**config.mk**
```make
export PLATFORM = sky130hd
export DESIGN_NAME = parity_sched
export DESIGN_NICKNAME = d
export VERILOG_FILES = /design/src/rtl/parity_pkg.sv /design/src/rtl/parity_acc.sv /design/src/rtl/parity_sched.sv
export SDC_FILE = /design/constraint.sdc
export NUM_CORES = 1
export LEC_CHECK = 0
export ABC_AREA = 1
export BUFFER_PORTS_ARGS = -buffer_cell sky130_fd_sc_hd__buf_2
export CAP_MARGIN = 20
export CORE_MARGIN = 2
export CORE_UTILIZATION = 40
export CTS_CLUSTER_DIAMETER = 60
export CTS_CLUSTER_SIZE = 14
export DETAILED_ROUTE_END_ITERATION = 10
export PLACE_DENSITY = 0.66
export SYNTH_ARGS = -nofsm -noshare
export SYNTH_HDL_FRONTEND = slang
export SYNTH_HIERARCHICAL = 1
export SYNTH_SLANG_ARGS = --single-unit
export TNS_END_PERCENT = 50
```
**constraint.sdc**
```tcl
create_clock -name clk -period 1.4 [get_ports clk]
set_input_delay 0.07 -clock clk [delete_from_list [all_inputs] [get_ports clk]]
set_output_delay 0.07 -clock clk [all_outputs]
set_load 0.005 [all_outputs]
```
**src/rtl/parity_pkg.sv**
```systemverilog
// Shared definitions for the round-robin parity scheduler: FSM encoding,
// default sizing and a constant-friendly ceiling log2.
package parity_pkg;

    typedef enum logic [1:0] {
        ST_IDLE  = 2'd0,
        ST_LOAD  = 2'd1,
        ST_SHIFT = 2'd2,
        ST_DONE  = 2'd3
    } state_t;

    localparam int DEF_NREQ  = 4;
    localparam int DEF_WIDTH = 8;

    function automatic int clog2(input int n);
        int r;
        int v;
        r = 0;
        v = 1;
        while (v < n) begin
            v = v * 2;
            r = r + 1;
        end
        return r;
    endfunction

endpackage

```
**src/rtl/parity_acc.sv**
```systemverilog
// Serial XOR datapath: shifts a loaded word out LSB first into a one-bit
// accumulator, flagging the last bit of the word.
module parity_acc
    import parity_pkg::*;
#(
    parameter int WIDTH = DEF_WIDTH
) (
    input  logic             clk,
    input  logic             rst_n,
    input  logic             load_i,
    input  logic             en_i,
    input  logic [WIDTH-1:0] din_i,
    output logic             par_next_o,
    output logic             done_o
);

    localparam int CW = clog2(WIDTH) + 1;

    logic [WIDTH-1:0] sr_q;
    logic             acc_q;
    logic [CW-1:0]    cnt_q;

    always_ff @(posedge clk or negedge rst_n) begin
        if (!rst_n) begin
            sr_q  <= '0;
            acc_q <= 1'b0;
            cnt_q <= '0;
        end else if (load_i) begin
            sr_q  <= din_i;
            acc_q <= 1'b0;
            cnt_q <= '0;
        end else if (en_i) begin
            sr_q  <= sr_q >> 1;
            acc_q <= acc_q ^ sr_q[0];
            cnt_q <= cnt_q + CW'(1);
        end
    end

    // Parity including the bit being consumed this cycle, so the final
    // result can be registered on the same edge that ends the shift.
    assign par_next_o = acc_q ^ sr_q[0];
    assign done_o     = (cnt_q == CW'(WIDTH - 1));

endmodule

```
**src/rtl/parity_sched.sv**
```systemverilog
// Round-robin arbiter sharing one serial parity datapath among NREQ requesters.
//   state | meaning
//   IDLE  | no work, waiting for any req
//   LOAD  | winner granted; its word is captured at the closing edge
//   SHIFT | WIDTH cycles of serial XOR
//   DONE  | result strobe; re-arbitrate or fall back to IDLE
module parity_sched
    import parity_pkg::*;
#(
    parameter int NREQ  = DEF_NREQ,
    parameter int WIDTH = DEF_WIDTH,
    parameter int ODD   = 0
) (
    input  logic                     clk,
    input  logic                     rst_n,
    input  logic [NREQ-1:0]          req,
    input  logic [NREQ*WIDTH-1:0]    data,
    output logic [NREQ-1:0]          gnt,
    output logic                     busy,
    output logic                     result_valid,
    output logic                     result,
    output logic [clog2(NREQ)-1:0]   result_id
);

    localparam int IDW = clog2(NREQ);

    state_t           state_q, state_d;
    logic [IDW-1:0]   ptr_q, ptr_d;
    logic [IDW-1:0]   winner_q, winner_d;
    logic [NREQ-1:0]  gnt_q, gnt_d;
    logic             busy_q, busy_d;
    logic             rv_q, rv_d;
    logic             result_q, result_d;
    logic [IDW-1:0]   rid_q, rid_d;

    logic [IDW-1:0]        pick;
    logic [NREQ*WIDTH-1:0] data_sh;
    logic [WIDTH-1:0]      word;
    logic                  acc_load, acc_en, par_next, acc_done;

    function automatic logic [IDW-1:0] rr_pick(input logic [NREQ-1:0] r,
                                               input logic [IDW-1:0]  p);
        logic [IDW-1:0]  sel;
        logic [NREQ-1:0] sh;
        logic            found;
        int              idx;
        sel   = '0;
        found = 1'b0;
        for (int i = 0; i < NREQ; i++) begin
            idx = (int'(p) + i) % NREQ;
            sh  = r >> idx;
            if (!found && sh[0]) begin
                sel   = IDW'(idx);
                found = 1'b1;
            end
        end
        return sel;
    endfunction

    assign pick     = rr_pick(req, ptr_q);
    assign data_sh  = data >> (int'(winner_q) * WIDTH);
    assign word     = data_sh[WIDTH-1:0];
    assign acc_load = (state_q == ST_LOAD);
    assign acc_en   = (state_q == ST_SHIFT);

    parity_acc #(.WIDTH(WIDTH)) u_acc (
        .clk        (clk),
        .rst_n      (rst_n),
        .load_i     (acc_load),
        .en_i       (acc_en),
        .din_i      (word),
        .par_next_o (par_next),
        .done_o     (acc_done)
    );

    always_ff @(posedge clk or negedge rst_n) begin
        if (!rst_n) begin
            state_q  <= ST_IDLE;
            ptr_q    <= '0;
            winner_q <= '0;
            gnt_q    <= '0;
            busy_q   <= 1'b0;
            rv_q     <= 1'b0;
            result_q <= 1'b0;
            rid_q    <= '0;
        end else begin
            state_q  <= state_d;
            ptr_q    <= ptr_d;
            winner_q <= winner_d;
            gnt_q    <= gnt_d;
            busy_q   <= busy_d;
            rv_q     <= rv_d;
            result_q <= result_d;
            rid_q    <= rid_d;
        end
    end

    always_comb begin
        state_d  = state_q;
        ptr_d    = ptr_q;
        winner_d = winner_q;
        gnt_d    = '0;
        rv_d     = 1'b0;
        result_d = result_q;
        rid_d    = rid_q;
        case (state_q)
            ST_IDLE: begin
                if (|req) begin
                    state_d  = ST_LOAD;
                    winner_d = pick;
                    gnt_d    = NREQ'(1) << pick;
                end
            end
            ST_LOAD: begin
                state_d = ST_SHIFT;
                ptr_d   = (winner_q == IDW'(NREQ - 1)) ? '0 : winner_q + IDW'(1);
            end
            ST_SHIFT: begin
                if (acc_done) begin
                    state_d  = ST_DONE;
                    rv_d     = 1'b1;
                    result_d = par_next ^ 1'(ODD);
                    rid_d    = winner_q;
                end
            end
            ST_DONE: begin
                if (|req) begin
                    state_d  = ST_LOAD;
                    winner_d = pick;
                    gnt_d    = NREQ'(1) << pick;
                end else begin
                    state_d = ST_IDLE;
                end
            end
            default: state_d = ST_IDLE;
        endcase
        busy_d = (state_d != ST_IDLE);
    end

    assign gnt          = gnt_q;
    assign busy         = busy_q;
    assign result_valid = rv_q;
    assign result       = result_q;
    assign result_id    = rid_q;

endmodule

```
Word-level counts from Yosys, hierarchy flattened:

Cells that the tools add are included.

* register bits: 28
* input port bits: 38
* output and inout port bits: 9
* word-level logic and storage cells: 69

* add/subtract/negate cells: 5
* equality and inequality tests: 5
* shift operators: 6
* muxes and demuxes: 22
* bitwise operators: 4
* reduce and logical (&&, ||, !) cells: 16

Operator list (number)
* >> shifter 4 x 32 -> 1 bit: 3
* >> shifter 32 x 5 -> 8 bit: 1
* 2-to-1 mux 4 bit: 4
* 2-to-1 mux 8 bit: 2
* 2-to-1 mux 2 bit: 7
* 2-to-1 mux 1 bit: 8
* one-hot mux 2 bit (4 select lines): 1
* OR reduction 2 bit: 4
* == test 2 bit (second input constant): 3
* adder 2 x 1 -> 2 bit (second input constant): 2
* adder 2 bit (second input constant): 2
* adder 4 x 1 -> 4 bit (second input constant): 1
* == test 4 x 3 -> 1 bit (second input constant): 1
* AND reduction 2 bit: 2
* nonzero test 2 bit: 2
* OR reduction 4 bit: 1
* left shift 1 x 2 -> 4 bit (first input constant): 1
* >> shifter 4 x 2 -> 1 bit: 1
* bitwise AND 1 bit (first input constant): 3
* logical AND 1 bit: 3
* zero test 1 bit: 3
* == test 2 x 1 -> 1 bit (second input constant): 1
* zero test 2 bit: 1
* XOR 1 bit: 1

Longest topological paths before layout:

Gate-level depths: netlist of run 1.

* depth in word-level cells: 15
* depth in mapped cells: 12
* depth with buffers taken out: 11

Cells and area by module:

Netlist of run 1, hierarchy kept.

Modules (own cells, without submodules)
* parity_sched: instances 1, cells each 169, area each 1133.6 um^2
* parity_acc: instances 1, cells each 64, area each 619.3 um^2

Least setup slack after synthesis of run 1:

No wires, ideal clock.

* path type: register to register
* start: reg winner_q[0]
* end: reg u_acc.sr_q[1]
* library setup time: 127 ps
* arrival: 1275 ps
* required time: 1273 ps
* slack: -2 ps
* stages on the path, launching flop included: 8
* path buffers: 2
* cell sequence: dfrtp_1 clkbuf_1 inv_1 clkbuf_1 nor2_1 o22ai_1 a22oi_1 o21ai_1

* longest elaborated chain between the ends: 2

RTL lines
* from (decl): line parity_sched.sv:29 `logic [IDW-1:0] winner_q, winner_d;`
* from (signal assigned): line parity_sched.sv:89 `winner_q <= winner_d;`
* >> shifter 32 x 5 -> 8 bit: line parity_sched.sv:61 `assign data_sh = data >> (int'(winner_q) * WIDTH);`
* via data_sh[1]: line parity_sched.sv:37 `logic [NREQ*WIDTH-1:0] data_sh;`
* 2-to-1 mux 8 bit: line parity_acc.sv:28 `end else if (load_i) begin`
* to (signal assigned): line parity_acc.sv:29 `sr_q <= din_i;`
* to (signal assigned): line parity_acc.sv:33 `sr_q <= sr_q >> 1;`
* to (decl): line parity_acc.sv:19 `logic [WIDTH-1:0] sr_q;`

The timed path passes the listed nets, and every way through them passes these cells.
A chain may end at the register's enable or synchronous reset.

Final worst setup path of run 1:

* start: reg ptr_q[1]
* end: reg gnt_q[3] (netlist: gnt[3])

* longest elaborated chain between the ends: 15

RTL lines
* from (decl): line parity_sched.sv:28 `logic [IDW-1:0] ptr_q, ptr_d;`
* from (signal assigned): line parity_sched.sv:88 `ptr_q <= ptr_d;`
* adder 2 x 1 -> 2 bit: line parity_sched.sv:50 `idx = (int'(p) + i) % NREQ;`
* OR reduction 2 bit (no line)
* bitwise AND 1 bit (no line)
* >> shifter 4 x 32 -> 1 bit: line parity_sched.sv:51 `sh = r >> idx;`
* logical AND 1 bit: line parity_sched.sv:52 `if (!found && sh[0]) begin`
* 2-to-1 mux 1 bit: line parity_sched.sv:52
* zero test 1 bit: line parity_sched.sv:52
* logical AND 1 bit: line parity_sched.sv:52
* 2-to-1 mux 1 bit: line parity_sched.sv:52
* zero test 1 bit: line parity_sched.sv:52
* logical AND 1 bit: line parity_sched.sv:52
* 2-to-1 mux 2 bit *: line parity_sched.sv:52
* left shift 1 x 2 -> 4 bit *: line parity_sched.sv:111, parity_sched.sv:130
* 2-to-1 mux 4 bit *: line parity_sched.sv:108, parity_sched.sv:127
* 2-to-1 mux 4 bit *
* via gnt_d[3]: line parity_sched.sv:30 `logic [NREQ-1:0] gnt_q, gnt_d;`
* to (signal assigned): line parity_sched.sv:90 `gnt_q <= gnt_d;`
* to (decl): line parity_sched.sv:30

Mark *: on every way through the listed nets, which the timed path passes. The rest lies on a longest branch.

==> impl_metrics.yaml, run 1 <==
cts:
  clk_pin_slew_ps: 100
  clk_path_buf_depth: 2
  htreeDepth: 1
  tritoncts: "done"
  clk_latency_ps: 270
  cts_inserted_buffers: 3
  cts.sinks: 28
  root_buffer: "clkbuf_8"
sta:
  final.period_utilization_pct: 101
  rsz0062_at_grt: "true"
  hold_ws_ps: 191
  fmax_mhz: 704
  fin_skew_ps: 3.49
  hold_viol: 0
  layout_setup_ws_ps: -20.5
  fin_crit_ps: 1420
  drv_slew: 0
  worst_slew_pin_slew_ps: 635
  setup-violations-final: 3
  slew_headroom_pct: 57.7
final_layout:
  final_area_mm2: 0.00240
  register_area_um2: 703
  multiInputGateArea_mm2: 0.00104
  final_nets: 343
  drive_gt1_share_pct: 40.9
  area_growth_pct: 36.8
  fill_cells: 398
  final_util_pct: 55.8
  antenna_cells: 0
detailed_routing:
  routedWlPerCell_um: 12.8
  postRouteWirelength_mm: 4.47
  drt_iter0_markers: 82
  vias_per_cell: 5.04
  dr.pass1.iters: 4
  via_count: 1765
  final_antenna_net_count: 0
  drc: 0
global_route:
  grt_pass1_vias: 1642
  track_usage_pct: 18.1
  grt_max_degree: 29
  antenna_found_initial: 0
  grt_use_met2_pct: 30.8
  grt_use_met1_pct: 23.9
  top_usage_layer: "met2"
  grt_pass1_wl_mm: 7.26
  overflow: 0
  use_met3_pct: 2.45
flow_run:
  maxCapViolCount: 0
status:
  outcome: "finished, violations left"
  violations: "negative setup slack"
placed_design:
  dp_hpwl_mm: 3.16
  port_buffers: 46
  dpl_cell_area_mm2: 0.00213
  dpl_worst_slack_ps: -25.6
  routabilityCongestion: 0.797
logic_synthesis:
  syn_area_per_cell_um2: 7.52
  synth-seq-cells: 28
  yosysUniqueCellTypes: 28
  synthesis.area_mm2: 0.00175
  synth-warning-count: 6
  syn_inst: 233
  ys_seq_area_share_pct: 40.0
  syn_nets: 277
setup_path:
  endpoint_kind: "flip-flop"
  crit_type: "flip-flop to flip-flop"
  worstPathMaxFanout: 5
  crit_required_ps: 1610
  cp.arrival_ps: 1630
  cp-start-kind: "flip-flop"
floorplanning:
  std_cell_rows: 24
  start_util_pct: 40.8
  core_mm2: 0.00429
  die_w_um: 70.2
  pin_count: 47
  dieArea_mm2: 0.00493
  fp.dieH_um: 70.2
power_and_ir_drop:
  leakagePower_nw: 1.26
  vdd_drop_max_v: 0.00142
  power.total_mw: 5.50
  powerDensity_mw_per_mm2: 2290
hold_path:
  hold_path.class: "primary input to flip-flop"
[per-stage QoR]
stage	TNS (ps)	cells
floorplan	0	233
global placement	-2.93	338
detailed placement	-27.4	338
CTS	-50.9	345
global route	-655	350
finish	-45.3	350
[Yosys cell counts]
cell / number / area share [%]
nand4_1: 3 / 1.1
inv_1: 16 / 3.4
buf_4: 2 / 0.86
ha_1: 6 / 4.3
o21ai_1: 3 / 0.86
a211oi_1: 1 / 0.43
nand2_4: 1 / 0.64
nand2_1: 61 / 13
nand3_1: 12 / 3.4
or2_2: 1 / 0.36
nor2_8: 1 / 1.1
xnor2_1: 1 / 0.50
buf_6: 2 / 1.3
nor2_1: 29 / 6.2
o22ai_1: 10 / 3.6
nand3_2: 4 / 2.3
clkbuf_1: 4 / 0.86
a22oi_1: 3 / 1.3
nor2_4: 2 / 1.3
o21a_1: 1 / 0.43
o211ai_1: 3 / 1.3
a22o_1: 1 / 0.50
o21ai_0: 21 / 6.0
a21oi_1: 3 / 0.86
nor4_1: 1 / 0.36
inv_2: 6 / 1.3
nand2_2: 7 / 2.5
dfrtp_1: 28 / 40
[layout by cell type, fill, tap and decap left out, types with 4 or more instances in the layout]
| cell type | netlist | layout |
|---|---|---|
| nand2_4 | 1 | 5 |
| o21ai_0 | 21 | 18 |
| o21ai_1 | 3 | 5 |
| nand2_2 | 7 | 17 |
| inv_1 | 16 | 14 |
| buf_2 | 0 | 46 |
| nor2_1 | 29 | 29 |
| buf_4 | 2 | 17 |
| nand3_1 | 12 | 8 |
| o22ai_1 | 10 | 10 |
| inv_2 | 6 | 5 |
| clkbuf_8 | 0 | 4 |
| dfrtp_1 | 28 | 26 |
| nand2_1 | 61 | 47 |
| nand3_2 | 4 | 7 |
[worst max-delay path: stages, from the launching register on]
cell     delay, ps
dfrtp_2        470
buf_4          150
nand2_2         60
nand2_2         70
nand2_2         90
nand2_4         70
nor2_4         120
nand3_2         90
nand3_2         70
nand2_2         60
nor2_1         100
[worst paths after layout]
check,startpoint,end,slack [ps],cells after the start
max,ptr_q[1],gnt[3],-20,10
min,data[0],u_acc/sr_q[0],190,5
max reg2reg,ptr_q[1],gnt[3],-20,10
min in group asynchronous,rst_n,result_valid,340,2
max in group asynchronous,rst_n,ptr_q[0],610,2
min reg2reg,result,result,490,2
[power breakdown]
| group | switching, mW | leakage, nW | total (mW) | internal, mW |
|---|---|---|---|---|
| Clock | 0.251 | 0.0288 | 0.503 | 0.252 |
| Combinational | 2.02 | 0.883 | 3.61 | 1.59 |
| Sequential | 0.225 | 0.349 | 1.38 | 1.15 |
| Total | 2.50 | 1.26 | 5.50 | 3.00 |
[what timing repair did]
action                                  in CTS  in global routing
hold endpoints to repair                    28                  0
gates cloned                                 1                  0
gates resized for setup                     19                 28
hold buffers                                 1                  0
setup buffers                                1                  5
pin swaps                                   13                 18
endpoints found under the setup margin       5                 12
[layer usage]
| layer | vias up | share of wire (%) | wire, um |
|---|---|---|---|
| met4 | 0 | 1.0 | 46 |
| met3 | 4 | 3.3 | 146 |
| met1 | 830 | 44 | 1990 |
| li1 | 899 | - | - |
| met2 | 32 | 51 | 2290 |
| met5 | - | 0 | 0 |
[logic make-up after synthesis]
group | synth area share [%]
XOR/XNOR | 0.500
AO/OA/AOI/OAI | 15.2
buffers and inverters | 7.71
adder cells (fa/ha/maj) | 4.28
flip-flops | 40.0
AND/OR/NAND/NOR | 32.3
[flip-flops by register name (all words and copies together) (netlist names)]
signal and cells:
busy 1, gnt 4, ptr_q 2, result 1
result_id 2, result_valid 1, state_q 2, u_acc/acc_q 1
u_acc/cnt_q 4, u_acc/sr_q 8, winner_q 2
[layout make-up]
type	instances	area share, %
tap	52	2.71
sequential	28	29.3
timing repair buffer	69	18.4
multi-input combinational	175	43.4
clock buffer	4	2.30
inverter	22	3.86
Note: power is estimated with default switching activity, not from simulation.
==> run 2: changes to the inputs <==
- ABC_AREA: 1 -> not set
- PLACE_DENSITY: 0.66 -> 0.68
- SYNTH_HIERARCHICAL: 1 -> not set
==> impl_metrics.yaml, run 2 <==
power_and_ir_drop:
  power.total_mw: 4.74
  powerDensity_mw_per_mm2: 2370
  p_int_mw: 3.03
  clkPwrFrac_pct: 11.1
  pwr-share-comb_pct: 58.5
  seqPwrFrac_pct: 30.4
  p_switching_mw: 1.71
  leakagePower_nw: 0.998
  vdd_drop_max_v: 0.000879
  swShare_pct: 36.1
final_layout:
  final_area_mm2: 0.00200
  fill_cells: 299
  top_register: "u_acc.sr_q"
  area_growth_pct: 37.0
  mostFrequentLayoutCells: "buf_2 (46), dfrtp_1 (26), buf_4 (17)"
  drive_gt1_share_pct: 48.4
  final_nets: 237
  final_common_cell: "buf_2"
  final_util_pct: 58.7
  largest_reg_flops: 8
  fin_cells: 238
  antenna_cells: 0
logic_synthesis:
  ys_async_sr_fraction_pct: 100
  syn_inst: 125
  syn_area_per_cell_um2: 11.7
  synth-edff-count: 0
  ys_seq_area_share_pct: 47.9
  synthTopCellsByArea: "dfrtp_1 (48%), mux4_1 (7.2%), mux4_2 (6.2%)"
  synth_top_cell_area_share_pct: 47.9
  synth_common_cells: "dfrtp_1 (28), inv_1 (9), nand2_1 (9), nor2_1 (9), o21ai_0 (8)"
  synthesis.area_mm2: 0.00146
  ys.flop_type: "dfrtp_1"
  yosysUniqueCellTypes: 30
  syn_nets: 169
  synth_most_common_cell: "dfrtp_1"
  synth-seq-cells: 28
  synth-warning-count: 0
  synth_top_cell_by_area: "dfrtp_1"
sta:
  fmax_mhz: 647
  finalSetupTns_ps: -700
  worst_slew_pin_slew_ps: 619
  drv_slew: 0
  hold_ws_ps: 207
  fin_crit_ps: 1550
  slew_headroom_pct: 58.7
  rsz0062_at_grt: "true"
  setup-violations-final: 7
  final.period_utilization_pct: 110
  hold_viol: 0
  layout_setup_ws_ps: -147
  fin_skew_ps: 12.3
global_route:
  track_usage_pct: 16.4
  overflow: 0
  grt_max_degree: 29
  antenna_found_initial: 0
  grt_pass1_wl_mm: 5.35
  grt_pass1_vias: 1205
cts:
  clk_latency_ps: 320
  htreeDepth: 1
  cts.sinks: 28
  clk_pin_slew_ps: 160
  clk_path_buf_depth: 2
  root_buffer: "clkbuf_4"
  cts_inserted_buffers: 3
  tritoncts: "done"
status:
  outcome: "finished, violations left"
  violations: "negative setup slack"
setup_path:
  endpoint_kind: "flip-flop"
  cp.arrival_ps: 1770
  cp-start-kind: "flip-flop"
  worstPathMaxFanout: 5
  crit_type: "flip-flop to flip-flop"
  crit_required_ps: 1630
placed_design:
  port_buffers: 46
  dpl_worst_slack_ps: -197
  dp_hpwl_mm: 2.45
  routabilityCongestion: 0.762
  dp.cells: 229
  dpl_cell_area_mm2: 0.00187
floorplanning:
  start_util_pct: 42.8
  fp.dieH_um: 64.5
  core_mm2: 0.00342
  pin_count: 47
  std_cell_rows: 21
  dieArea_mm2: 0.00416
  die_w_um: 64.5
detailed_routing:
  dr.pass1.iters: 4
  final_antenna_net_count: 0
  vias_per_cell: 5.24
  drt_iter0_markers: 25
  routedWlPerCell_um: 13.4
  via_count: 1248
  postRouteWirelength_mm: 3.18
  drc: 0
hold_path:
  hold_path.class: "primary input to flip-flop"
flow_run:
  maxCapViolCount: 0
==> run 2: changes by cell type after synthesis, moves of 6 or more <==
cell	before	now
nand2_2	7	0
o21ai_0	21	8
inv_2	6	0
nand2_1	61	9
inv_1	16	9
nor2_1	29	9
nand3_1	12	1
and3_1	0	6
o22ai_1	10	2
==> run 2: timing repair <==
action	in CTS	in global routing
setup buffers	2	2
endpoints found under the hold margin	28	0
gates cloned	1	0
setup endpoints to repair	17	20
gates resized for setup	14	10
pin swaps	1	6
hold buffers	1	0
==> run 2: critical path: stages (launching register included) <==
cell and delay (ps):
dfrtp_2 420, buf_12 120, mux4_2 490, and3_1 160, a221o_1 260
==> run 2: cells by family after synthesis <==
logic type | Yosys count | share of synthesized area, %
AO/OA/AOI/OAI | 28 | 13.0
flip-flops | 28 | 47.9
multiplexers | 14 | 17.7
adder cells (fa/ha/maj) | 6 | 5.13
AND/OR/NAND/NOR | 35 | 12.1
buffers and inverters | 14 | 4.11
==> run 2: path summary, 6_finish.rpt <==
path | cells after the start | from | endpoint | slack, ps
max in group asynchronous | 2 | rst_n | winner_q[1] | 680
min in group asynchronous | 2 | rst_n | u_acc.sr_q[0] | 270
min | 3 | req[3] | gnt[1] | 210
max reg2reg | 4 | winner_q[0] | u_acc.sr_q[4] | -150
min reg2reg | 2 | result_id[0] | result_id[0] | 490
max | 4 | winner_q[0] | u_acc.sr_q[4] | -150
==> run 2: layout make-up <==
cell class	instances	area (um^2)	share of cell area, %
clock buffers	3	22.5	1.12
clock inverters	1	30.0	1.50
inverters	9	33.8	1.69
multi-input cells	83	736	36.7
flip-flops and latches	28	703	35.1
well taps	46	57.6	2.87
repair buffers	68	422	21.0
==> run 2: routing by layer <==
layer,wire (um),track usage [%],vias to the layer above
li1,-,-,595
met1,1400,21.6,606
met2,1600,28.6,45
met3,154,1.74,2
met4,29,4.79,0
met5,0,0,-
==> run 2: power by group through the flow <==
| stage | Clock [mW] | Combinational, mW | Sequential [mW] |
|---|---|---|---|
| detailed placement | 0 | 2.42 | 1.44 |
| global placement | 0 | 2.32 | 1.43 |
| finish | 0.526 | 2.77 | 1.44 |
| global route | 0.574 | 3.08 | 1.49 |
| floorplan | 0 | 1.51 | 1.39 |
| CTS | 0.535 | 2.75 | 1.44 |
==> run 3: changes to the inputs <==
- PLACE_DENSITY: 0.68 -> 0.65
- clock period: 1.4 -> 1.59 ns (I/O delays scaled with it)
==> impl_metrics.yaml, run 3 (synthesis results as in run 2) <==
power_and_ir_drop:
  vdd_drop_max_v: 0.000856
  leakagePower_nw: 0.940
  powerDensity_mw_per_mm2: 2010
setup_path:
  cp.arrival_ps: 1770
  crit_required_ps: 1830
  endpoint_kind: "flip-flop"
  r2r_start: "winner_q[0]"
  crit_type: "flip-flop to flip-flop"
  regToRegSetupSlack_ps: 60
  reg2regPathDepth: 3
  cp-start-kind: "flip-flop"
  worstPathMaxFanout: 6
  reg2reg_to: "u_acc.sr_q[6]"
global_route:
  grt_pass1_vias: 1232
  track_usage_pct: 16.5
  grt_pass1_wl_mm: 5.31
  grt_max_degree: 29
  overflow: 0
  antenna_found_initial: 0
final_layout:
  fill_cells: 308
  area_growth_pct: 30.3
  final_nets: 228
  drive_gt1_share_pct: 43.2
  antenna_cells: 0
  multiInputGateArea_um2: 726
  final_area_mm2: 0.00191
  mostFrequentLayoutCells: "buf_2 (46), dfrtp_1 (27), buf_4 (11)"
  register_area_um2: 702
  fin_cells: 229
  final_util_pct: 55.8
  top_register: "u_acc.sr_q"
  final_common_cell: "buf_2"
  largest_reg_flops: 8
detailed_routing:
  drc: 0
  dr.pass1.iters: 4
  vias_per_cell: 5.29
  drt_iter0_markers: 26
  via_count: 1211
  final_antenna_net_count: 0
  routedWlPerCell_um: 13.6
  postRouteWirelength_mm: 3.11
floorplanning:
  die_w_um: 64.5
  fp.dieH_um: 64.5
  start_util_pct: 42.8
  core_mm2: 0.00342
  pin_count: 47
  dieArea_mm2: 0.00416
  std_cell_rows: 21
cts:
  tritoncts: "done"
  clk_pin_slew_ps: 160
  root_buffer: "clkbuf_4"
  cts_inserted_buffers: 3
  clk_path_buf_depth: 2
  clk_latency_ps: 330
  htreeDepth: 1
  cts.sinks: 28
sta:
  slew_headroom_pct: 60.8
  rsz0062_at_grt: "true"
  fmax_mhz: 653
  fin_crit_ps: 1530
  hold_viol: 0
  finalSetupTns_ps: 0
  worst_slew_pin_slew_ps: 587
  final.period_utilization_pct: 96.3
  drv_slew: 0
  setup-violations-final: 0
  fin_skew_ps: 18.5
placed_design:
  port_buffers: 46
  dp.cells: 223
  dpl_cell_area_mm2: 0.00181
  routabilityCongestion: 0.724
  dp_hpwl_mm: 2.43
hold_path:
  min_from: "data[7]"
  holdPathEnd: "u_acc.sr_q[7]"
  worstHoldPathCells: 4
  hold_path.class: "primary input to flip-flop"
status:
  outcome: "complete, no violations"
flow_run:
  maxCapViolCount: 0
-- run 3: cell types whose count changed in the layout (fill, tap and decap cells not counted), moves of 2 or more --
cell	previous run	this run
o21ai_0	5	8
nor2_1	7	9
and3_1	6	2
and3_4	0	4
buf_6	3	1
inv_2	2	0
o21ai_1	2	0
inv_1	7	9
buf_4	17	11
-- run 3: worst max-delay path by stage --
stage | endpoint | start | slack [ps] | cells past startpoint
2_1_floorplan | winner_q[1] | state_q[0] | 50 | 5
3_3_place_gp | u_acc.sr_q[4] | winner_q[0] | 6 | 3
4_1_cts | u_acc.sr_q[2] | winner_q[0] | 30 | 4
5_1_grt | u_acc.sr_q[5] | winner_q[0] | -10 | 3
3_5_place_dp | u_acc.sr_q[2] | winner_q[0] | -40 | 4
6_report | u_acc.sr_q[6] | winner_q[0] | 60 | 3
-- run 3: timing repair --
action | CTS | global route
resized for setup | 2 | 10
pin swaps | 0 | 4
setup endpoints to repair | 7 | 9
buffers inserted | 1 | 0
endpoints found under the hold margin | 28 | 0
hold buffers | 1 | 0
-- run 3: metal layers --
metal | up-vias | wire [um] | GRT usage [%] | share of wire (%)
li1 | 573 | - | - | -
met3 | 2 | 194 | 1.91 | 6.2
met4 | 0 | 27 | 6.91 | 0.87
met2 | 47 | 1530 | 30.1 | 49
met5 | - | 0 | 0 | 0
met1 | 589 | 1360 | 19.7 | 44
-- run 3: metrics by stage --
stage | setup slack [ps] | hold slack [ps] | total power [mW]
global placement | 5.85 | 123 | 3.14
finish | 59.2 | 179 | 3.83
detailed placement | -35.9 | 128 | 3.22
global route | -12.3 | 182 | 4.15
CTS | 30.2 | 179 | 3.72
floorplan | 47.8 | -216 | 2.53
-- run 3: worst max-delay path, cell delays in order (launching register included) --
cell and delay (ps):
dfrtp_2 490, mux4_2 520, and3_4 170, a221o_1 250
-- run 3: power breakdown --
group | internal, mW | switching, mW
Clock | 0.255 | 0.204
Sequential | 1.05 | 0.241
Combinational | 1.12 | 0.960
Total | 2.43 | 1.41
-- run 3: final cells by class --
class                   instances  share of cell area [%]
clock buffers                   3                    1.18
clock inverters                 1                    1.58
inverters                       9                    1.77
multi-input cells              83                    38.1
flip-flops and latches         28                    36.8
well taps                      46                    3.02
repair buffers                 59                    17.5
